==> src/rtl/pipelined_cla_adder.sv <==
// Pipelined carry-lookahead adder/subtractor: one GROUP-bit lookahead group per stage,
// with the group carry registered forward and a valid/ready handshake on both sides.
module pipelined_cla_adder #(
    parameter int WIDTH = 16,
    parameter int GROUP = 4
) (
    input  logic             clk,
    input  logic             rst_n,
    input  logic             in_valid,
    output logic             in_ready,
    input  logic [WIDTH-1:0] a,
    input  logic [WIDTH-1:0] b,
    input  logic             cin,
    input  logic             sub,
    output logic             out_valid,
    input  logic             out_ready,
    output logic [WIDTH-1:0] sum,
    output logic             cout,
    output logic             ovf
);

    localparam int L = WIDTH / GROUP;

    logic             r_valid [L];
    logic [WIDTH-1:0] r_a     [L];
    logic [WIDTH-1:0] r_b     [L];
    logic [WIDTH-1:0] r_sum   [L];
    logic             r_carry [L];
    logic             r_ovf;

    logic             w_adv;
    logic             w_inValid [L];
    logic [WIDTH-1:0] w_inA     [L];
    logic [WIDTH-1:0] w_inB     [L];
    logic [WIDTH-1:0] w_inSum   [L];
    logic             w_inCarry [L];
    logic [WIDTH-1:0] w_nxtSum  [L];
    logic             w_nxtCarry[L];
    logic             w_msbCarryIn;
    logic [GROUP-1:0] w_g;
    logic [GROUP-1:0] w_p;
    logic [GROUP:0]   w_c;
    logic             w_term;

    assign w_adv     = !r_valid[L-1] || out_ready;
    assign in_ready  = w_adv;
    assign out_valid = r_valid[L-1];
    assign sum       = r_sum[L-1];
    assign cout      = r_carry[L-1];
    assign ovf       = r_ovf;

    always_comb begin
        // Bubbles enter with zeroed operands so idle stages never show stale data.
        w_inValid[0] = in_valid;
        w_inA[0]     = in_valid ? a : '0;
        w_inB[0]     = in_valid ? (sub ? ~b : b) : '0;
        w_inCarry[0] = in_valid && (sub || cin);
        w_inSum[0]   = '0;
        for (int i = 1; i < L; i++) begin
            w_inValid[i] = r_valid[i-1];
            w_inA[i]     = r_a[i-1];
            w_inB[i]     = r_b[i-1];
            w_inCarry[i] = r_carry[i-1];
            w_inSum[i]   = r_sum[i-1];
        end

        w_msbCarryIn = 1'b0;
        w_g          = '0;
        w_p          = '0;
        w_c          = '0;
        w_term       = 1'b0;
        for (int i = 0; i < L; i++) begin
            w_g    = w_inA[i][i*GROUP +: GROUP] & w_inB[i][i*GROUP +: GROUP];
            w_p    = w_inA[i][i*GROUP +: GROUP] ^ w_inB[i][i*GROUP +: GROUP];
            w_c    = '0;
            w_c[0] = w_inCarry[i];
            // Each carry is a flat sum of products of g/p and the group carry-in.
            for (int j = 0; j < GROUP; j++) begin
                w_term = w_inCarry[i];
                for (int k = 0; k <= j; k++) begin
                    w_term = w_term & w_p[k];
                end
                w_c[j+1] = w_term;
                for (int k = 0; k <= j; k++) begin
                    w_term = w_g[k];
                    for (int m = k + 1; m <= j; m++) begin
                        w_term = w_term & w_p[m];
                    end
                    w_c[j+1] = w_c[j+1] | w_term;
                end
            end
            w_nxtSum[i]                    = w_inSum[i];
            w_nxtSum[i][i*GROUP +: GROUP]  = w_p ^ w_c[GROUP-1:0];
            w_nxtCarry[i]                  = w_c[GROUP];
            if (i == L - 1) begin
                w_msbCarryIn = w_c[GROUP-1];
            end
        end
    end

    // All stages shift together; a stalled output freezes the whole pipeline.
    always_ff @(posedge clk or negedge rst_n) begin
        if (!rst_n) begin
            r_ovf <= 1'b0;
            for (int i = 0; i < L; i++) begin
                r_valid[i] <= 1'b0;
                r_a[i]     <= '0;
                r_b[i]     <= '0;
                r_sum[i]   <= '0;
                r_carry[i] <= 1'b0;
            end
        end else if (w_adv) begin
            r_ovf <= w_msbCarryIn ^ w_nxtCarry[L-1];
            for (int i = 0; i < L; i++) begin
                r_valid[i] <= w_inValid[i];
                r_a[i]     <= w_inA[i];
                r_b[i]     <= w_inB[i];
                r_sum[i]   <= w_nxtSum[i];
                r_carry[i] <= w_nxtCarry[i];
            end
        end
    end

endmodule

==> config.mk <==
export PLATFORM = sky130hd
export DESIGN_NAME = pipelined_cla_adder
export DESIGN_NICKNAME = d
export VERILOG_FILES = /design/src/rtl/pipelined_cla_adder.sv
export SDC_FILE = /design/constraint.sdc
export NUM_CORES = 1
export LEC_CHECK = 0
export CAP_MARGIN = 20
export CORE_MARGIN = 2
export CORE_UTILIZATION = 28
export CTS_CLUSTER_SIZE = 16
export DETAILED_ROUTE_END_ITERATION = 7
export DONT_BUFFER_PORTS = 1
export PLACE_DENSITY = 0.39
export SYNTH_ARGS = -nofsm -noshare
export SYNTH_HDL_FRONTEND = slang
export SYNTH_SLANG_ARGS = --single-unit
export TNS_END_PERCENT = 1
==> constraint.sdc <==
create_clock -name clk -period 1.96 [get_ports clk]
set_input_delay 0.294 -clock clk [delete_from_list [all_inputs] [get_ports clk]]
set_output_delay 0.294 -clock clk [all_outputs]
set_load 0.005 [all_outputs]
# Word level (Yosys, flattened, before mapping)
# Cells that the tools add are included.
# totals
reg_bits,145
in_bits,38
out_inout_bits,20
word_cells,120
# classes
n_mux,3
bitwise,94
reduce_logical,4
# op_table
operator,n
2-to-1 mux 16 bit,3
AND 1 bit,40
OR 1 bit,40
XOR 4 bit,8
AND 4 bit,4
inverter 16 bit,1
logical OR 1 bit,2
logical AND 1 bit,1
logical NOT 1 bit,1
XOR 1 bit,1

# Logic depth before layout (Yosys ltp)
# Gate-level depths: netlist of the first run.
# logic_depth
ltp_word,12
depth_mapped,8
depth_no_buf,7

# Worst setup path before layout of the first run
# OpenSTA, ideal clock, no wires.
# synth_path
path_type,input -> register
from,input port sub
to,register r_sum[51] (netlist bit)
setup_time_ns,0.120
arrival_ns,2.053
required_ns,1.840
slack_ns,-0.213
path_stages,8
n_path_buf,1
cell_sequence,buf_2 > xor2_1 > and2_1 > ha_1 > ha_1 > o211a_1 > or3_1 > a31o_1
# synth_via
elab_chain_cells,10
elab_cells_between_ends,16
cone_classes,mux: 2; bitwise: 12; reduce/logical: 2
# synth_rtl
element,line,text
"start, declared",14,"input logic sub,"
2-to-1 mux 16 bit (2 in series),56,w_inB[0] = in_valid ? (sub ? ~b : b) : '0;
XOR 4 bit,74,w_p = w_inA[i][i*GROUP +: GROUP] ^ w_inB[i][i*GROUP +: GROUP];
AND 1 bit (3 in series),81,w_term = w_term & w_p[k];
OR 1 bit (3 in series),89,w_c[j+1] = w_c[j+1] | w_term;
XOR 4 bit (*),93,w_nxtSum[i][i*GROUP +: GROUP] = w_p ^ w_c[GROUP-1:0];
"end signal, assigned by index",118,r_sum[i] <= w_nxtSum[i];
"end, declared",27,logic [WIDTH-1:0] r_sum [L];
# Mark *: on every way between the ends. The rest lies on a longest branch, timed or not.
# A chain may end at the register's enable or synchronous reset.

# Worst setup path in the final report of the first run
# layout_path
from,register r_a[28] (netlist bit)
to,register r_ovf (netlist: ovf)
# layout_via
elab_chain_cells,10
elab_cells_between_ends,17
cone_classes,bitwise: 17
# layout_rtl
element,line,text
"start, declared",25,logic [WIDTH-1:0] r_a [L];
"start signal, assigned by index",116,r_a[i] <= w_inA[i];
XOR 4 bit,74,
AND 1 bit (4 in series),81,
OR 1 bit (4 in series),89,
XOR 1 bit (*),113,r_ovf <= w_msbCarryIn ^ w_nxtCarry[L-1];
"end signal, assigned",113,
"end, declared",29,logic r_ovf;
# Marked as above.

==> results.md, run 1 <==
* Flop pwr share at 46.1%
* Clock sinks at 97
* Skew-Pair Late Insertion Delay at ~0.34 ns
* Fmax achieved at around 560 MHz
* Synth unique cells at 33
* IO Count at slightly below 60
* DR iter-0 viols at about 110
* Power Internal at around 4.7 mW
* P_sw at around 2.3 mW
* Largest net degree at the start of global routing at a little under 100
* Async SR Flop Fraction at 100%
* Worst Tran Pin Value at a little under 0.5 ns
* Crit path capture type: flop
* Slew headroom at 67.5%
* Worst hold slack at -0.353 ns
* Clock Power Share at between 20 and 30%
* Total of max-cap violations at 0
* Most numerous cell in the Yosys netlist: nand2_1
* RSZ-0062 raised after global routing: false
* Hold Path Class: in2async
* Logic pwr share at about a quarter
* Sw Share at between 30% and 40%
* Vias at 2989
* Post-route setup TNS at 0 ns
* Ranking of synthesized cells by area: dfrtp_1, nand2_1, ha_1, buf_4, xnor2_1
* # rows at between 40 and 50
* Root buffer cell: clkbuf_16
* Worst Path Arrival at just over 2 ns
* Post-DP HPWL at 6190 µm
* Final hold violations at a little under 100
* Syn nets at 545
* Total power at slightly below 7 mW
* Synth Instances at 483
* Gr usage total at approximately an eighth
* Synth cell count leaders: nand2_1, dfrtp_1, ha_1, buf_4, o21ai_1
* Post-route worst setup slack at 0.177 ns
* Routed WL per cell at roughly 14 µm
* Startpoint class of the critical path: flop
* GR Overflow Total at 0
* CTS tree: done
* First-pass GRT wire length at 16200 µm
* Fillers at 1693
* Gp weighted congestion at 0.731
* Leading area contributor after synthesis: dfrtp_1
* Top cell type's share of synthesized area at a little over half
* Number of global-route vias before repair at between 3000 and 4000
* Post-CTS Setup Inserts at 0
* PostCTS Resize Cnt at 0
* Synth Cell Area at 4540 µm²
* Top FF cell, synth: dfrtp_1
* Max-slew violations at 0
* Maximum vdd drop at about 0.58 mV
* Clk_skew at 0.00431 ns
* R2R cell count at 5
* Die X at 131 µm
* Initial core utilization at ~29%
* CP max FO at 4
* EDFF count, synth at 0
* Post-layout min period at between 1.5 and 2 ns
* Sequential share of the synthesized area at between 50% and 60%
* Failing checks: hold timing
* P_leak at between 2 and 3 nW
* Area Growth Syn to Fin at 10.2%
* 1st-pass router iterations at 4
* CTS Buffer Depth at 2
* Routed WL at between 9000 and 10000 µm
* Register bit count reported by yosys at 97
* Post-layout util at between 30% and 40%
* Total CTS buffers at 9
* Tcrit/Tclk final at about 91%
* Worst Path Required at roughly 2.2 ns
* Die Height at roughly 130 µm
* Syn_area_per_cell at 9.41 µm²
* Clock transition at the registers of the reported paths at about 0.07 ns
* Outcome: complete, but fails checks
* Post-route ant nets at 0
* Placeable core area at ~16000 µm²
* Power Density at 1390 nW/µm²
* Setup slack after placement at 0.0980 ns
* Number of vias per cell at about 4.4
* Warnings from Yosys at 0
* Nets at 523
* Port-buffer cells at 0
* WS Path Type: reg2reg
* Initial antenna violation count at 1
* Layout cells sized above 1 at 6.22%
* Final setup fails at 0
* Die area at ~17000 µm²
* H-tree depth at 3
* Drc violations at 0
==> critical path: stages, from the launching register on <==
cell,delay (ns)
dfrtp_1,0.38
ha_1,0.30
ha_1,0.20
o211a_1,0.25
or4b_1,0.50
nand3_1,0.09
==> state kept, by name, indices dropped and copies added (netlist names) <==
| register | count |
|---|---|
| r_carry | 3 |
| r_a | 24 |
| r_valid | 3 |
| r_b | 24 |
| r_sum | 24 |
| out_valid | 1 |
| sum | 16 |
| ovf | 1 |
| cout | 1 |
==> worst paths after layout <==
| check | slack [ns] | to | start |
|---|---|---|---|
| setup / recovery | 0.18 | ovf$_DFFE_PN0P_ | r_a[28]$_DFFE_PN0P_ |
| hold / removal | -0.35 | sum[8]$_DFFE_PN0P_ | rst_n |
| setup reg to reg | 0.18 | ovf$_DFFE_PN0P_ | r_a[28]$_DFFE_PN0P_ |
| hold reg to reg | 0.47 | r_sum[16]$_DFFE_PN0P_ | r_sum[16]$_DFFE_PN0P_ |
| max in group asynchronous | 2.18 | r_sum[49]$_DFFE_PN0P_ | rst_n |
| min in group clk | 0.08 | r_a[62]$_DFFE_PN0P_ | a[14] |
==> through the flow <==
stage,instance area (µm²),cells
3_3_place_gp,4690,666
4_1_cts,5010,682
6_report,5010,683
3_5_place_dp,4690,666
5_1_grt,5010,682
2_1_floorplan,4570,483
==> cells by family after synthesis <==
kind of cell,after synthesis,synth area share (%)
buf+inv,50,6.06
compound gates,58,8.48
fa+ha+maj,24,7.27
simple gates,234,20.9
xor+xnor,20,3.85
flops,97,53.4
==> per-layer routing <==
layer	global-route usage (%)	wire, µm	up-vias
li1	-	-	1496
met1	15.3	4430	1428
met2	18.2	4210	53
met3	2.97	422	12
met4	6.04	240	0
met5	0	0	-
==> layout by cell type (no fill, tap or decap), types with 5 or more instances in the layout <==
cell | Yosys | layout
a21oi_1 | 6 | 6
and2_1 | 11 | 10
clkbuf_16 | 0 | 9
dfrtp_1 | 97 | 97
ha_1 | 20 | 18
inv_1 | 9 | 9
nand2_1 | 188 | 188
nand3_1 | 13 | 13
nor2_1 | 10 | 10
nor3_1 | 5 | 5
o21a_1 | 9 | 9
o21ai_1 | 18 | 18
o31ai_1 | 5 | 5
xnor2_1 | 13 | 13
xor2_1 | 7 | 7
==> power groups by stage <==
| stage | Combinational, mW | Clock, mW | Sequential, mW |
|---|---|---|---|
| floorplan | 1.76 | 0 | 3.09 |
| global placement | 1.89 | 0 | 3.24 |
| detailed placement | 1.91 | 0 | 3.27 |
| CTS | 1.91 | 1.96 | 3.24 |
| global route | 2.22 | 2.03 | 3.32 |
| finish | 1.85 | 1.90 | 3.21 |
==> cell type report <==
type                       instances  area [µm²]  share of cell area (%)
antenna                            1        2.50                  0.0500
clock buffer                       9         225                    4.50
clock inverter                     7        95.1                    1.90
inverter                          10        37.5                   0.749
multi-input combinational        336        1860                    37.2
sequential                        97        2430                    48.5
tap                              216         270                    5.39
timing repair buffer               7        90.1                    1.80
No activity file was read; power rests on OpenSTA's default activity.
==> run 2, diff against run 1 <==
--- a/config.mk
+++ b/config.mk
@@ -11,7 +11,7 @@
 export CTS_CLUSTER_SIZE = 16
 export DETAILED_ROUTE_END_ITERATION = 7
 export DONT_BUFFER_PORTS = 1
-export PLACE_DENSITY = 0.39
+export PLACE_DENSITY = 0.41
 export SYNTH_ARGS = -nofsm -noshare
 export SYNTH_HDL_FRONTEND = slang
 export SYNTH_SLANG_ARGS = --single-unit
==> constraint.sdc (replaced) <==
create_clock -name clk -period 1.6 [get_ports clk]
set_input_delay 0.24 -clock clk [delete_from_list [all_inputs] [get_ports clk]]
set_output_delay 0.24 -clock clk [all_outputs]
set_load 0.005 [all_outputs]
==> run 2 against run 1 <==
Net effect:
- the run ends with hold timing, setup timing left
- final cell count rose by 1.3%
- first-iteration DRC count is 49% higher
- register-to-register slack worse by 0.29 ns
- critical path depth unchanged
- power increased by 23%
- hold slack worse by 0.057 ns
- flip-flop and latch count stayed put
- sequential power is 22% higher
- largest power group unchanged
==> results.md, run 2 (synthesis gave the netlist of run 1 again) <==
* GR Overflow Total at 0 (unchanged)
* Final hold violations at 97 (unchanged)
* Crit path capture type: flop
* Max-slew violations at 0 (unchanged)
* Vias at 2998 (+0.30%)
* Port-buffer cells at 0 (unchanged)
* Layout cells sized above 1 at 9.45% (+3.2 points)
* Number of global-route vias before repair at 3239 (+3.7%)
* Final Cell Area at 5090 µm² (+1.7%)
* Most frequent cells in the layout: nand2_1, dfrtp_1, o21ai_1, ha_1, buf_4
* 1st-pass router iterations at 3 (-1)
* P_leak at 2.57 nW (+1.7%)
* CTS tree: done
* Worst Path Arrival at 2.00 ns (-0.06 ns)
* Clock transition at the registers of the reported paths at 0.07 ns (about the same)
* Root buffer cell: clkbuf_16
* WS Path Type: reg2reg
* Initial antenna violation count at 0 (-1)
* Most common library cell in the layout ignoring fill and taps: nand2_1
* Routed WL per cell at 13.5 µm (-0.55%)
* Final setup fails at 4 (+4)
* Total CTS buffers at 9 (unchanged)
* Startpoint class of the critical path: flop
* Gp weighted congestion at 0.720 (-1.4%)
* Slew headroom at 67.2% (-0.29 points)
* First-pass GRT wire length at 16400 µm (+0.76%)
* # rows at 46 (unchanged)
* Post-DP HPWL at 6200 µm (+0.16%)
* Setup slack after placement at -0.147 ns (-0.245 ns)
* Worst hold slack at -0.411 ns (-0.0574 ns)
* Worst Path Required at 1.88 ns (-0.36 ns)
* Total power at 8.59 mW (+23%)
* Sw Share at 33.3% (+0.48 points)
* Post-layout min period at 1.71 ns (-0.0688 ns)
* Worst Tran Pin Value at 0.491 ns (+0.00432 ns)
* CP delay by family, top: simple AND/OR/NAND/NOR gates
* P_sw at 2.86 mW (+25%)
* Power Internal at 5.73 mW (+23%)
* Post-route worst setup slack at -0.114 ns (-0.291 ns)
* CTS Buffer Depth at 2 (unchanged)
* Area Growth Syn to Fin at 12.1%
* IO Count at 58 (unchanged)
* Skew-Pair Late Insertion Delay at 0.35 ns (about the same)
* Clock Power Share at 26.1% (-1.1 points)
* Post-route ant nets at 0 (unchanged)
* Maximum vdd drop at 0.531 mV (-8.0%)
* Total of max-cap violations at 0 (unchanged)
* Logic pwr share at 28.3% (+1.7 points)
* Routed WL at 9370 µm (+0.76%)
* DR iter-0 viols at 165 (+49%)
* Cell Chain, Critical Path: ha_1, ha_2, o211a_1, or4b_1, nand3_1
* Power Density at 1690 nW/µm² (+21%)
* Gr usage total at 11.9% (+0.12 points)
* Placeable core area at 15900 µm² (unchanged)
* Largest net degree at the start of global routing at 98 (unchanged)
* Crit path largest cell delay at 0.47 ns (-0.03 ns)
* Ant. Diodes at 0 (-1)
* Flop pwr share at 45.7% (-0.4 points)
* Outcome: complete, but fails checks
* Fmax achieved at 584 MHz (+4.0%)
* Hold Path Class: in2async
* Nets at 533 (+1.9%)
* Failing checks: hold timing, setup timing
* Slowest CP cell: or4b_1
* H-tree depth at 3 (unchanged)
* Biggest regs: r_a x24, r_b x24, r_sum x24
* Number of vias per cell at 4.33 (-1.0%)
* Tcrit/Tclk final at 107% (+16 points)
* CP max FO at 3 (-1)
* Clock sinks at 97 (unchanged)
* Die Height at 131 µm (unchanged)
* Die area at 17300 µm² (unchanged)
* Drc violations at 0 (unchanged)
* Initial core utilization at 28.6% (unchanged)
* Clk_skew at 0.00838 ns (+0.00407 ns)
* RSZ-0062 raised after global routing: true
* Die X at 131 µm (unchanged)
* Buf/Inv on CP at 0 (unchanged)
* Placed cell areas at 4750 µm² (+1.4%)
==> run 2: path summary, 6_finish.rpt <==
path                                             start                endpoint  slack (ns)  depth (start not counted)
worst max-delay path               r_a[28]$_DFFE_PN0P_         ovf$_DFFE_PN0P_       -0.11                          5
max in group asynchronous                        rst_n     r_b[53]$_DFFE_PN0P_        1.86                          0
worst max register to register     r_a[28]$_DFFE_PN0P_         ovf$_DFFE_PN0P_       -0.11                          5
worst min register to register  r_valid[1]$_DFFE_PN0P_  r_valid[1]$_DFFE_PN0P_        0.46                          2
min in group clk                              in_valid     r_a[54]$_DFFE_PN0P_        0.03                          2
worst min-delay path                             rst_n     sum[11]$_DFFE_PN0P_       -0.41                          0
==> run 2: power groups by stage <==
stage | logic, mW | registers, mW | clock network, mW
finish | 2.43 | 3.92 | 2.24
global route | 2.88 | 4.06 | 2.43
CTS | 2.47 | 3.95 | 2.32
detailed placement | 2.43 | 3.99 | 0
global placement | 2.40 | 3.97 | 0
floorplan | 2.16 | 3.78 | 0
==> run 2: per-stage QoR <==
step                std cells  setup TNS (ns)  utilization [%]  hold slack, ns
floorplan                 483          -0.543                -         -0.0556
global placement          675          -0.547             29.9         -0.0501
detailed placement        675          -0.635             29.9         -0.0503
CTS                       692          -0.456             32.0          -0.431
global route              692          -0.685             32.1          -0.437
finish                    692          -0.362             32.1          -0.411
==> run 2: worst reg2reg max path, stage by stage (launching register included) <==
cell and delay, ns:
dfrtp_1 0.38, ha_1 0.30, ha_2 0.18, o211a_1 0.23
or4b_1 0.47, nand3_1 0.09
==> run 2: area by class of cell <==
cell class | count | area, µm²
timing repair buffer | 17 | 160
multi-input combinational | 336 | 1890
clock buffer | 10 | 239
tap | 216 | 270
clock inverter | 6 | 65.1
fill | 1731 | 10800
inverter | 10 | 40.0
sequential | 97 | 2430
==> run 2: layer usage <==
metal | up-vias | global-route usage (%) | wire, µm
met5 | - | 0 | 0
met4 | 0 | 5.43 | 195
met3 | 10 | 3.05 | 375
met2 | 42 | 19.4 | 4340
met1 | 1432 | 14.9 | 4460
li1 | 1514 | - | -
==> run 2: timing repair <==
action | 4_1_cts | 5_1_grt
setup buffers | 1 | 0
pin swaps | 6 | 6
hold endpoints to repair | 97 | 97
resized for setup | 5 | 3
endpoints found under the setup margin | 7 | 8
==> run 3, diff against run 2 <==
--- a/config.mk
+++ b/config.mk
@@ -6,12 +6,11 @@
 export NUM_CORES = 1
 export LEC_CHECK = 0
 export CAP_MARGIN = 20
-export CORE_MARGIN = 2
-export CORE_UTILIZATION = 28
+export CORE_UTILIZATION = 57
 export CTS_CLUSTER_SIZE = 16
 export DETAILED_ROUTE_END_ITERATION = 7
 export DONT_BUFFER_PORTS = 1
-export PLACE_DENSITY = 0.41
+export PLACE_DENSITY = 0.73
 export SYNTH_ARGS = -nofsm -noshare
 export SYNTH_HDL_FRONTEND = slang
 export SYNTH_SLANG_ARGS = --single-unit
==> run 3 against run 2 <==
Net effect:
- the run still ends with hold timing, setup timing left
- clock power down 29%
- core utilization up 32 points
- die area down 52%
- first-iteration DRC count down 26%
- register-to-register slack about the same
- critical path type unchanged
- combinational power up 2%
- final cell count down 16%
- non-clock buffer count up 4
- maximum frequency about the same
- sequential share of layout area up 1.7 points
==> results.md, run 3 (synthesis gave the netlist of run 1 again) <==
* CTS tree: done
* Outcome: complete, but fails checks
* CTS Hold Bufs at 4
* FF+latch area at 2430 µm² (unchanged)
* Flop pwr share at 48.9% (+3.2 points)
* Area Growth Syn to Fin at 8.20%
* DR iter-0 viols at 122 (-26%)
* Post-route ant nets at 0 (unchanged)
* H-tree depth at 3 (unchanged)
* Post-route worst setup slack at -0.114 ns (-0.0000370 ns)
* Logic pwr share at 31.1% (+2.8 points)
* Number of vias per cell at 5.22 (+21%)
* Global Route met1 Usage at 27.1% (+12 points)
* P_sw at 2.74 mW (-4.1%)
* Most frequent cells in the layout: nand2_1, dfrtp_1, o21ai_1, ha_1
* Number of global-route vias before repair at 2957 (-8.7%)
* CP max FO at 3 (unchanged)
* Initial core utilization at 58.8% (+30 points)
* Clock transition at the registers of the reported paths at 0.09 ns (+0.02 ns)
* GR Overflow Total at 0 (unchanged)
* 1st-pass router iterations at 5 (+2)
* R2r setup slk at -0.11 ns (about the same)
* Clock sinks at 97 (unchanged)
* Skew-Pair Late Insertion Delay at 0.36 ns (about the same)
* Power Internal at 5.24 mW (-8.5%)
* First-pass GRT wire length at 13400 µm (-18%)
* Clk_skew at 0.0137 ns (+0.00530 ns)
* Worst setup path endpoint: ovf$_DFFE_PN0P_
* Port-buffer cells at 0 (unchanged)
* Routed WL per cell at 13.5 µm (about the same)
* Drc violations at 0 (unchanged)
* Busiest grt layer: met2
* Final setup fails at 5 (+1)
* Slowest CP cell: or4b_1
* Worst hold slack at -0.423 ns (-0.0126 ns)
* Placed cell areas at 4640 µm² (-2.5%)
* R2r startpoint: r_b[28]$_DFFE_PN0P_
* Fmax achieved at 583 MHz (about the same)
* Power Density at 1620 nW/µm² (-3.7%)
* Die X at 91.3 µm (-31%)
* Worst Setup SP: r_b[28]$_DFFE_PN0P_
* Layout cells sized above 1 at 9.58% (+0.13 points)
* Worst Path Required at 1.89 ns (about the same)
* Fillers at 633 (-63%)
* Post-layout min period at 1.71 ns (+0.0000370 ns)
* Largest net degree at the start of global routing at 98 (unchanged)
* Die area at 8330 µm² (-52%)
* Worst Path Arrival at 2.01 ns (about the same)
* Worst Tran Pin Value at 0.431 ns (-0.0596 ns)
* Routed WL at 7880 µm (-16%)
* Final Cell Area at 4920 µm² (-3.5%)
* RSZ-0062 raised after global routing: true
* Vias at 3039 (+1.4%)
* Clock Power Share at 20.0% (-6.1 points)
* Post-DP HPWL at 5340 µm (-14%)
* Setup slack after placement at -0.166 ns (-0.0195 ns)
* Gp weighted congestion at 0.768 (+6.6%)
* M3 GR Usage at 5.78% (+2.7 points)
* Multi-input gate area at 1900 µm² (+0.26%)
* Failing checks: hold timing, setup timing
* Final hold violations at 97 (unchanged)
* P_leak at 2.54 nW (-1.3%)
* Crit path capture type: flop
* Max-slew violations at 0 (unchanged)
* Total CTS buffers at 9 (unchanged)
* CTS Buffer Depth at 2 (unchanged)
* Met2 global-route usage at 33.9% (+15 points)
* Maximum vdd drop at 0.898 mV (+69%)
* Startpoint class of the critical path: flop
* Placeable core area at 7730 µm² (-51%)
* WS Path Type: reg2reg
* Ant. Diodes at 0 (unchanged)
* Total of max-cap violations at 0 (unchanged)
* Gr usage total at 20.6% (+8.7 points)
* Most common library cell in the layout ignoring fill and taps: nand2_1
* Hold Path Class: in2async
* Crit path largest cell delay at 0.46 ns (about the same)
* Cell Chain, Critical Path: ha_1, ha_2, o211a_1, or4b_1, nand3_1
* Initial antenna violation count at 0 (unchanged)
* Slew headroom at 71.2% (+4.0 points)
* Worst reg2reg endpoint: ovf$_DFFE_PN0P_
* Biggest regs: r_a x24, r_b x24, r_sum x24
* R2R cell count at 5 (unchanged)
* Die Height at 91.3 µm (-31%)
* Tcrit/Tclk final at 107% (about the same)
* Nets at 537 (+0.75%)
* IO Count at 58 (unchanged)
* Sw Share at 34.4% (+1.1 points)
* Root buffer cell: clkbuf_8
* # rows at 32 (-30%)
==> run 3: cell types whose count changed in the layout (fill, tap and decap cells not counted), moves of 2 or more <==
cell           previous run  this run
buf_12                    1         4
buf_4                    15        13
clkbuf_16                 9         0
clkbuf_8                  1         9
clkinv_2                  2         0
clkinvlp_4                1         3
dlygate4sd3_1             0         4
==> run 3: cell type report <==
class	instances	share of cell area [%]
clock inverters	7	1.60
clock buffers	9	2.52
multi-input cells	336	38.6
inverters	10	0.916
repair buffers	21	4.43
flip-flops and latches	97	49.4
well taps	102	2.60
==> run 3: metal layers <==
layer / up-vias / part of all wire [%]
met5: - / 0
met4: 0 / 1.3
met3: 8 / 3.7
met2: 56 / 49
met1: 1451 / 46
li1: 1524 / -
==> run 3: worst min path at each step <==
stage | end | slack [ns] | cells after the start
2_1_floorplan | cout$_DFFE_PN0P_ | -0.06 | 0
3_3_place_gp | sum[8]$_DFFE_PN0P_ | -0.05 | 0
3_5_place_dp | sum[9]$_DFFE_PN0P_ | -0.05 | 0
4_1_cts | r_b[52]$_DFFE_PN0P_ | -0.46 | 0
5_1_grt | r_b[52]$_DFFE_PN0P_ | -0.47 | 0
6_report | sum[5]$_DFFE_PN0P_ | -0.42 | 0
==> run 3: what timing repair did <==
item / in CTS / in global routing
setup buffers: 1 / 0
pin swaps: 16 / 7
setup endpoints to repair: 18 / 10
resized for setup: 9 / 2
hold endpoints to repair: 101 / 97
==> run 3: critical path: cells and delay by family (launching register included) <==
family,cells,cell delay (ns)
AND/OR/NAND/NOR,2,0.55
AO/OA/AOI/OAI,1,0.24
flip-flops,1,0.39
adder cells (fa/ha/maj),2,0.48
==> run 3: power groups by stage <==
stage | registers (mW) | clock network (mW) | logic (mW)
after floorplan | 3.78 | 0 | 2.16
after global placement | 3.93 | 0 | 2.33
after detailed placement | 3.97 | 0 | 2.42
after CTS | 3.92 | 1.64 | 2.51
after global routing | 4.02 | 1.73 | 2.88
final | 3.91 | 1.60 | 2.48
==> run 3: through the flow <==
stage	instances	TNS (ns)	total power, mW	util, %
finish	582	-0.312	7.99	63.6
floorplan	483	-0.543	5.94	-
CTS	582	-0.466	8.07	63.6
detailed placement	561	-1.09	6.38	60.0
global placement	561	-0.944	6.26	60.0
global route	582	-0.647	8.63	63.6
